--- src/rtl/mem_arb_pkg.sv ---
// rtl/mem_arb_pkg.sv - shared widths, port ids and request type for the memory arbiter
package mem_arb_pkg;

    localparam int DEF_ADDR_W = 14;
    localparam int DEF_DATA_W = 8;

    typedef enum logic {
        PORT_CPU = 1'b0,
        PORT_DMA = 1'b1
    } portIdT;

    typedef struct packed {
        logic                  we;
        logic [DEF_ADDR_W-1:0] addr;
        logic [DEF_DATA_W-1:0] wdata;
    } memReqT;

endpackage

--- src/rtl/mem_arb_picker.sv ---
// rtl/mem_arb_picker.sv - combinational winner select between CPU and DMA requests
// Optional ARB_ROUND_ROBIN_EN: ties go to the port that did not win last; otherwise CPU wins ties.
module mem_arb_picker
    import mem_arb_pkg::*;
(
    input  logic   cpuElig,
    input  logic   dmaElig,
    input  portIdT lastGrant,
    output logic   pickValid,
    output portIdT pickPort
);

`ifndef ARB_ROUND_ROBIN_EN
    logic unusedLastGrant;
    assign unusedLastGrant = lastGrant;
`endif

    always_comb begin
        pickValid = cpuElig | dmaElig;
        pickPort  = PORT_CPU;
        if (cpuElig && dmaElig) begin
`ifdef ARB_ROUND_ROBIN_EN
            pickPort = (lastGrant == PORT_CPU) ? PORT_DMA : PORT_CPU;
`else
            pickPort = PORT_CPU;
`endif
        end else if (dmaElig) begin
            pickPort = PORT_DMA;
        end
    end

endmodule

--- src/rtl/memory_arbiter.sv ---
// rtl/memory_arbiter.sv - two-port (CPU/DMA) arbiter onto a single synchronous block RAM
// Optional ARB_ROUND_ROBIN_EN selects alternating tie-break instead of fixed CPU priority.
module memory_arbiter
    import mem_arb_pkg::*;
#(
    parameter int ADDR_W = DEF_ADDR_W,
    parameter int DATA_W = DEF_DATA_W
) (
    input  logic              clk,
    input  logic              reset,

    input  logic              cpu_req,
    input  logic              cpu_we,
    input  logic [ADDR_W-1:0] cpu_addr,
    input  logic [DATA_W-1:0] cpu_wdata,
    output logic              cpu_gnt,
    output logic              cpu_rvalid,
    output logic [DATA_W-1:0] cpu_rdata,

    input  logic              dma_req,
    input  logic              dma_we,
    input  logic [ADDR_W-1:0] dma_addr,
    input  logic [DATA_W-1:0] dma_wdata,
    output logic              dma_gnt,
    output logic              dma_rvalid,
    output logic [DATA_W-1:0] dma_rdata,

    output logic              mem_cs,
    output logic              mem_we,
    output logic [ADDR_W-1:0] mem_addr,
    output logic [DATA_W-1:0] mem_wdata,
    input  logic [DATA_W-1:0] mem_rdata
);

    logic              armed;
    portIdT            lastGrant;
    logic              rdPendQ;
    portIdT            rdTagQ;
    logic [DATA_W-1:0] cpuRdataQ;
    logic [DATA_W-1:0] dmaRdataQ;

    logic              cpuElig;
    logic              dmaElig;
    logic              pickValid;
    portIdT            pickPort;
    logic              selWe;
    logic [ADDR_W-1:0] selAddr;
    logic [DATA_W-1:0] selWdata;

    // A port whose grant is showing this cycle is masked so a held request cannot re-issue.
    assign cpuElig = armed & cpu_req & ~cpu_gnt;
    assign dmaElig = armed & dma_req & ~dma_gnt;

    mem_arb_picker u_picker (
        .cpuElig   (cpuElig),
        .dmaElig   (dmaElig),
        .lastGrant (lastGrant),
        .pickValid (pickValid),
        .pickPort  (pickPort)
    );

    always_comb begin
        selWe    = cpu_we;
        selAddr  = cpu_addr;
        selWdata = cpu_wdata;
        if (pickPort == PORT_DMA) begin
            selWe    = dma_we;
            selAddr  = dma_addr;
            selWdata = dma_wdata;
        end
    end

    always_ff @(posedge clk or posedge reset) begin
        if (reset) begin
            armed     <= 1'b0;
            lastGrant <= PORT_DMA;
            cpu_gnt   <= 1'b0;
            dma_gnt   <= 1'b0;
            mem_cs    <= 1'b0;
            mem_we    <= 1'b0;
            mem_addr  <= '0;
            mem_wdata <= '0;
            rdPendQ   <= 1'b0;
            rdTagQ    <= PORT_CPU;
            cpuRdataQ <= '0;
            dmaRdataQ <= '0;
        end else begin
            // First edge after reset only arms; issue is possible from the second edge on.
            armed   <= 1'b1;
            cpu_gnt <= pickValid && (pickPort == PORT_CPU);
            dma_gnt <= pickValid && (pickPort == PORT_DMA);
            mem_cs  <= pickValid;
            mem_we  <= pickValid & selWe;
            if (pickValid) begin
                mem_addr  <= selAddr;
                mem_wdata <= selWdata;
                lastGrant <= pickPort;
            end
            rdPendQ <= mem_cs & ~mem_we;
            rdTagQ  <= lastGrant;
            if (cpu_rvalid) begin
                cpuRdataQ <= mem_rdata;
            end
            if (dma_rvalid) begin
                dmaRdataQ <= mem_rdata;
            end
        end
    end

    // RAM data is live in the rvalid cycle; the held copy covers the gaps.
    assign cpu_rvalid = rdPendQ && (rdTagQ == PORT_CPU);
    assign dma_rvalid = rdPendQ && (rdTagQ == PORT_DMA);
    assign cpu_rdata  = cpu_rvalid ? mem_rdata : cpuRdataQ;
    assign dma_rdata  = dma_rvalid ? mem_rdata : dmaRdataQ;

endmodule

--- config.mk ---
export PLATFORM = sky130hd
export DESIGN_NAME = memory_arbiter
export DESIGN_NICKNAME = d
export VERILOG_FILES = /design/src/rtl/mem_arb_pkg.sv /design/src/rtl/mem_arb_picker.sv /design/src/rtl/memory_arbiter.sv
export SDC_FILE = /design/constraint.sdc
export NUM_CORES = 1
export LEC_CHECK = 0
export CAP_MARGIN = 10
export CORE_ASPECT_RATIO = 0.6
export CORE_MARGIN = 2
export CORE_UTILIZATION = 58
export DETAILED_ROUTE_END_ITERATION = 8
export DONT_BUFFER_PORTS = 1
export PLACE_DENSITY_LB_ADDON = 0.3
export SLEW_MARGIN = 30
export SYNTH_ARGS = -nofsm -noshare
export SYNTH_HDL_FRONTEND = slang
export SYNTH_HIERARCHICAL = 1
export SYNTH_SLANG_ARGS = --single-unit
--- constraint.sdc ---
create_clock -name clk -period 2.4 [get_ports clk]
set_clock_uncertainty 0.05 [all_clocks]
set_input_delay 0.24 -clock clk [delete_from_list [all_inputs] [get_ports clk]]
set_output_delay 0.24 -clock clk [all_outputs]
set_load 0.02 [all_outputs]
==> flow_summary.toml, run 1 <==
[global_route]
grt.total_usage_pct = 19.7
grt_pass1_vias = 1182
overflow = 0
grt_max_degree = 47
antenna_found_initial = 0
grt_pass1_wl_mm = 5.71

[critical_path]
cp_num_buf_inv = 0
crit_path_end_kind = "output pin"
worstPathArrival_ns = 1.63
slowest_delay_ns = 0.49
worstSetupPathType = "flip-flop to output pin"
start_kind = "flip-flop"
critPathTopFamily = "multiplexers"
worstPathMaxFanout = 9
worstPathCellList = "nand2b_1 > mux2_4"
crit_required_ns = 2.11
crit_slowest_cell = "mux2_4"

[power]
power.density_mw_per_mm2 = 999
leakagePower_nw = 0.913
vdd_drop_max_v = 0.000477

[placement]
routabilityCongestion = 0.672
pre_cts_ws_ns = 0.672
io_buffers = 0
dp.cells = 193
hpwlAfterDp_mm = 2.68

[floorplanning]
die_w_um = 79.1
ioPinCount = 102
dieArea_sq_mm = 0.00388
core_area_sq_mm = 0.00324
start_util_pct = 60.5
placementRows = 16
die_h_um = 49.1

[clock_network]
cts_resized = 0
cts_buffers = 5
ctsHoldBuffers = 0
cts_tree = "done"
clockRootBuffer = "clkbuf_8"
clkTransAtPathRegs_ns = 0.08
clk-insertion-delay-late_ns = 0.29
cts_num_sinks = 46
postCtsSetupBuffers = 0
max-clock-path-buffers = 2
cts_max_level = 2

[logic_synthesis]
syn_nets = 213
synth_commonest_cells = "dfrtp_1 (45), nor2_1 (24), mux2i_1 (23)"
ys.flop_type = "dfrtp_1"
synth_cells = 155
synth.area.top_cells = "dfrtp_1 (57%), mux2i_1 (12%), mux2_4 (6.1%), a21oi_1 (5.6%), mux2_2 (5.2%)"
syn_avg_cell_area_sq_um = 12.7
yosysTopAreaCellShare_pct = 57.4
yosysWarnings = 6
yosysMostFrequentCell = "dfrtp_1"
netlist_area_sq_mm = 0.00196
ys_types = 19
synth-async-reset-ratio_pct = 100
yosysSeqAreaShare_pct = 58.7
synth_edf_count = 0
ys_ff_latch = 46
yosysTopAreaCell = "dfrtp_1"

[route]
ant_nets = 0
first_pass_iters = 4
avgRoutedWirePerCell_um = 17.8
drc = 0
num_vias = 1133
drt-vias-per-instance = 5.64
wl_mm = 3.58
drtIter0Drc = 45

[run_status]
status = "complete, no violations"

[timing]
setup_tns_ns = 0
fin_crit_sh_pct = 80.0
maxSlewViolCount = 0
setup_viol = 0
whs_ns = 0.107
setup_ws_ns = 0.479
timing.fmax_mhz = 521
worst_slew_pin_slew_ns = 0.740
hold_violations = 0
slew_headroom_pct = 50.6
rsz0062_at_grt = "false"
fin_crit_ns = 1.92

[final_layout]
antenna_cells = 0
seqCellArea_sq_mm = 0.00115
fin_util_pct = 63.5
drive_gt1_share_pct = 19.2
nets = 214
instances_no_fill = 201
syn2layout_area_growth_pct = 4.91
multi_input_area_sq_um = 721
fillers = 238

[worst_hold_path]
hold_class = "input pin to flip-flop"

[flow_run]
cap_violations = 0
[cell families after synthesis]
family | after synthesis | share of synthesized area (%)
AOI/OAI and AO/OA | 22 | 5.61
and+or+nand+nor | 34 | 7.53
buffers and inverters | 12 | 4.91
other | 1 | 0.191
muxes | 40 | 23.0
DFF | 46 | 58.7
[sequential cells by signal, summed over array words and instances (netlist names)]
register and flops:
armed 1, dmaRdataQ 8, cpuRdataQ 8, mem_wdata 8, mem_addr 14, cpu_gnt 1, mem_we 1, rdPendQ 1
mem_cs 1, lastGrant 1, dma_gnt 1, rdTagQ 1
[routing by layer]
metal | up-vias | global-route usage (%) | part of all wire [%]
met2 | 53 | 31.6 | 48
li1 | 522 | - | -
met3 | 4 | 8.70 | 9.5
met5 | - | 0 | 0
met4 | 0 | 5.46 | 0.39
met1 | 554 | 24.4 | 42
[power breakdown]
group          internal [mW]  total (mW)  switching, mW  leakage, nW
clock network          0.195       0.426          0.230       0.0438
registers              0.957        1.13          0.175        0.530
logic                  0.181       0.499          0.318        0.339
[cell type report]
class / count / area share [%]
inverters: 3 / 0.608
repair buffers: 3 / 1.82
clock buffers: 5 / 3.34
well taps: 45 / 2.74
clock inverters: 2 / 0.486
flip-flops and latches: 46 / 56.0
multi-input cells: 97 / 35.0
[cell usage in the layout (no fill, tap or decap), types with 2 or more instances in the layout]
master / n
dfrtp_1: 45
nor2_1: 24
nor2b_1: 3
mux2_2: 9
mux2i_1: 23
mux2_4: 8
inv_1: 2
clkbuf_8: 5
clkinv_2: 3
nand2_1: 2
a21oi_1: 22
[through the flow]
step	instance area, sq um	total power, mW
5_1_grt	2060	2.17
3_5_place_dp	1970	1.65
3_3_place_gp	1970	1.62
2_1_floorplan	1960	1.57
4_1_cts	2050	2.08
6_report	2060	2.06
[final timing paths]
path	from	end	slack [ns]	cells past startpoint
max in group asynchronous	reset	mem_addr[0]$_DFFE_PP0P_	1.39	2
worst max register to register	dma_gnt$_DFF_PP0_	mem_wdata[5]$_DFFE_PP0P_	0.65	5
worst min-delay path	cpu_we	mem_we$_DFF_PP0_	0.11	2
min in group asynchronous	reset	cpuRdataQ[6]$_DFF_PP0_	0.47	2
worst max-delay path	rdTagQ$_DFF_PP0_	cpu_rdata[1]	0.48	2
worst min register to register	lastGrant$_DFFE_PP1P_	rdTagQ$_DFF_PP0_	0.34	0
No activity file was read; power rests on OpenSTA's default activity.
==> run 2, diff against run 1 <==
- CORE_UTILIZATION: 58 -> 55
- clock period: 2.4 -> 1.6 ns (I/O delays scaled with it)
==> run 2 against run 1 <==
  * Clock power increased by 100%
  * Sequential power is 50% higher
  * First-iteration DRC count grew 120%
  * Combinational power rose by 57%
  * Clock-buffer cell count increased by 2
  * Via count up 1.9%
  * Cell count up 3.5%
  * Critical endpoint is now cpu_rdata[6]
  * Highest routed layer unchanged
==> flow_summary.toml, run 2 (same netlist as run 1, synthesis figures left out) <==
[timing]
setup_ws_ns = 0.0586
timing.fmax_mhz = 649
setup_tns_ns = 0
setup_viol = 0
fin_crit_sh_pct = 96.3
fin_crit_ns = 1.54
maxSlewViolCount = 0
rsz0062_at_grt = "true"
hold_violations = 0

[final_layout]
largest_register = "mem_addr"
drive_gt1_share_pct = 22.1
mostFrequentLayoutCell = "dfrtp_1"
largest_reg_flops = 14
syn2layout_area_growth_pct = 10.5
final_cell_mix = "dfrtp_1 (45), nor2_1 (24), mux2i_1 (23)"
nets = 220
fin_util_pct = 65.2
fillers = 262
antenna_cells = 0

[critical_path]
start_kind = "flip-flop"
crit_path_end_kind = "output pin"
worstSetupStartpoint = "rdTagQ$_DFF_PP0_"
crit_required_ns = 1.39
reg2reg_to = "mem_wdata[6]$_DFFE_PP0P_"
r2r_slack_ns = 0.19
worstPathMaxFanout = 9
rr_worst_depth = 6
worstPathArrival_ns = 1.33
r2r_start = "armed$_DFF_PP0_"
critPathCapture = "cpu_rdata[6]"
worstSetupPathType = "flip-flop to output pin"

[global_route]
overflow = 0
grt_pass1_wl_mm = 5.65
grt_max_degree = 47
antenna_found_initial = 0
grt_pass1_vias = 1207
grt.total_usage_pct = 18.7

[power]
power.density_mw_per_mm2 = 1540
vdd_drop_max_v = 0.000896
leakagePower_nw = 0.967

[floorplanning]
die_h_um = 50.3
start_util_pct = 59.0
dieArea_sq_mm = 0.00408
placementRows = 16
ioPinCount = 102
die_w_um = 81.1
core_area_sq_mm = 0.00332

[route]
drc = 0
wl_mm = 3.61
ant_nets = 0
drt-vias-per-instance = 5.55
num_vias = 1154
first_pass_iters = 5
avgRoutedWirePerCell_um = 17.3
drtIter0Drc = 101

[flow_run]
cap_violations = 0

[worst_hold_path]
hold_class = "input pin to flip-flop"

[clock_network]
clockRootBuffer = "clkbuf_8"
cts_tree = "done"
cts_num_sinks = 46
cts_max_level = 2
max-clock-path-buffers = 2
cts_buffers = 5
clkTransAtPathRegs_ns = 0.08
postCtsSetupBuffers = 0
clk-insertion-delay-late_ns = 0.28

[placement]
pre_cts_ws_ns = 0.187
hpwlAfterDp_mm = 2.73
routabilityCongestion = 0.690
io_buffers = 0

[run_status]
status = "complete, no violations"
## run 2: worst min path at each step
stage / startpoint / cells after the start / to / slack, ns
2_1_floorplan: cpu_we / 2 / mem_we$_DFF_PP0_ / 0.29
3_3_place_gp: reset / 2 / cpuRdataQ[4]$_DFF_PP0_ / 0.04
3_5_place_dp: reset / 2 / mem_addr[9]$_DFFE_PP0P_ / 0.06
4_1_cts: mem_rdata[5] / 1 / cpuRdataQ[5]$_DFF_PP0_ / 0.02
5_1_grt: mem_rdata[5] / 1 / cpuRdataQ[5]$_DFF_PP0_ / 0.008
6_report: cpu_wdata[4] / 2 / mem_wdata[4]$_DFFE_PP0P_ / 0.03
## run 2: area by class of cell
cell class	instances	area, sq um	area share [%]
multi-input cells	97	721	33.2
clock inverters	1	30.0	1.38
repair buffers	9	111	5.14
inverters	3	11.3	0.519
flip-flops and latches	46	1150	53.1
clock buffers	7	86.3	3.98
well taps	45	56.3	2.60
## run 2: worst max-delay path, stage by stage (launching register included)
cell and delay, ns:
dfrtp_1 0.39, nand2b_1 0.15, buf_6 0.16, mux2_4 0.35
## run 2: timing repair
item,in CTS,in global routing
endpoints found under the hold margin,46,0
endpoints found under the setup margin,0,12
hold buffers,1,0
gates resized for setup,0,1
## run 2: metrics by stage
stage                     cells  power [mW]  area (sq um)  hold WS (ns)
final                       208        3.33          2170        0.0281
after global routing        208        3.50          2170       0.00779
after CTS                   208        3.37          2160        0.0171
after detailed placement    199        2.50          2040        0.0618
after global placement      199        2.46          2040        0.0427
after floorplan             155        2.36          1960         0.286
## run 2: power by group
group	switching (mW)	leakage, nW	internal (mW)
Sequential	0.253	0.530	1.44
Combinational	0.487	0.379	0.294
Clock	0.352	0.0585	0.509
Total	1.09	0.967	2.24
## run 2: layer usage
metal	up-vias	part of all wire (%)	track usage, %
met3	5	7.9	6.65
met5	-	0	0
met4	0	1.1	7.06
met1	566	43	23.4
li1	535	-	-
met2	48	48	30.2
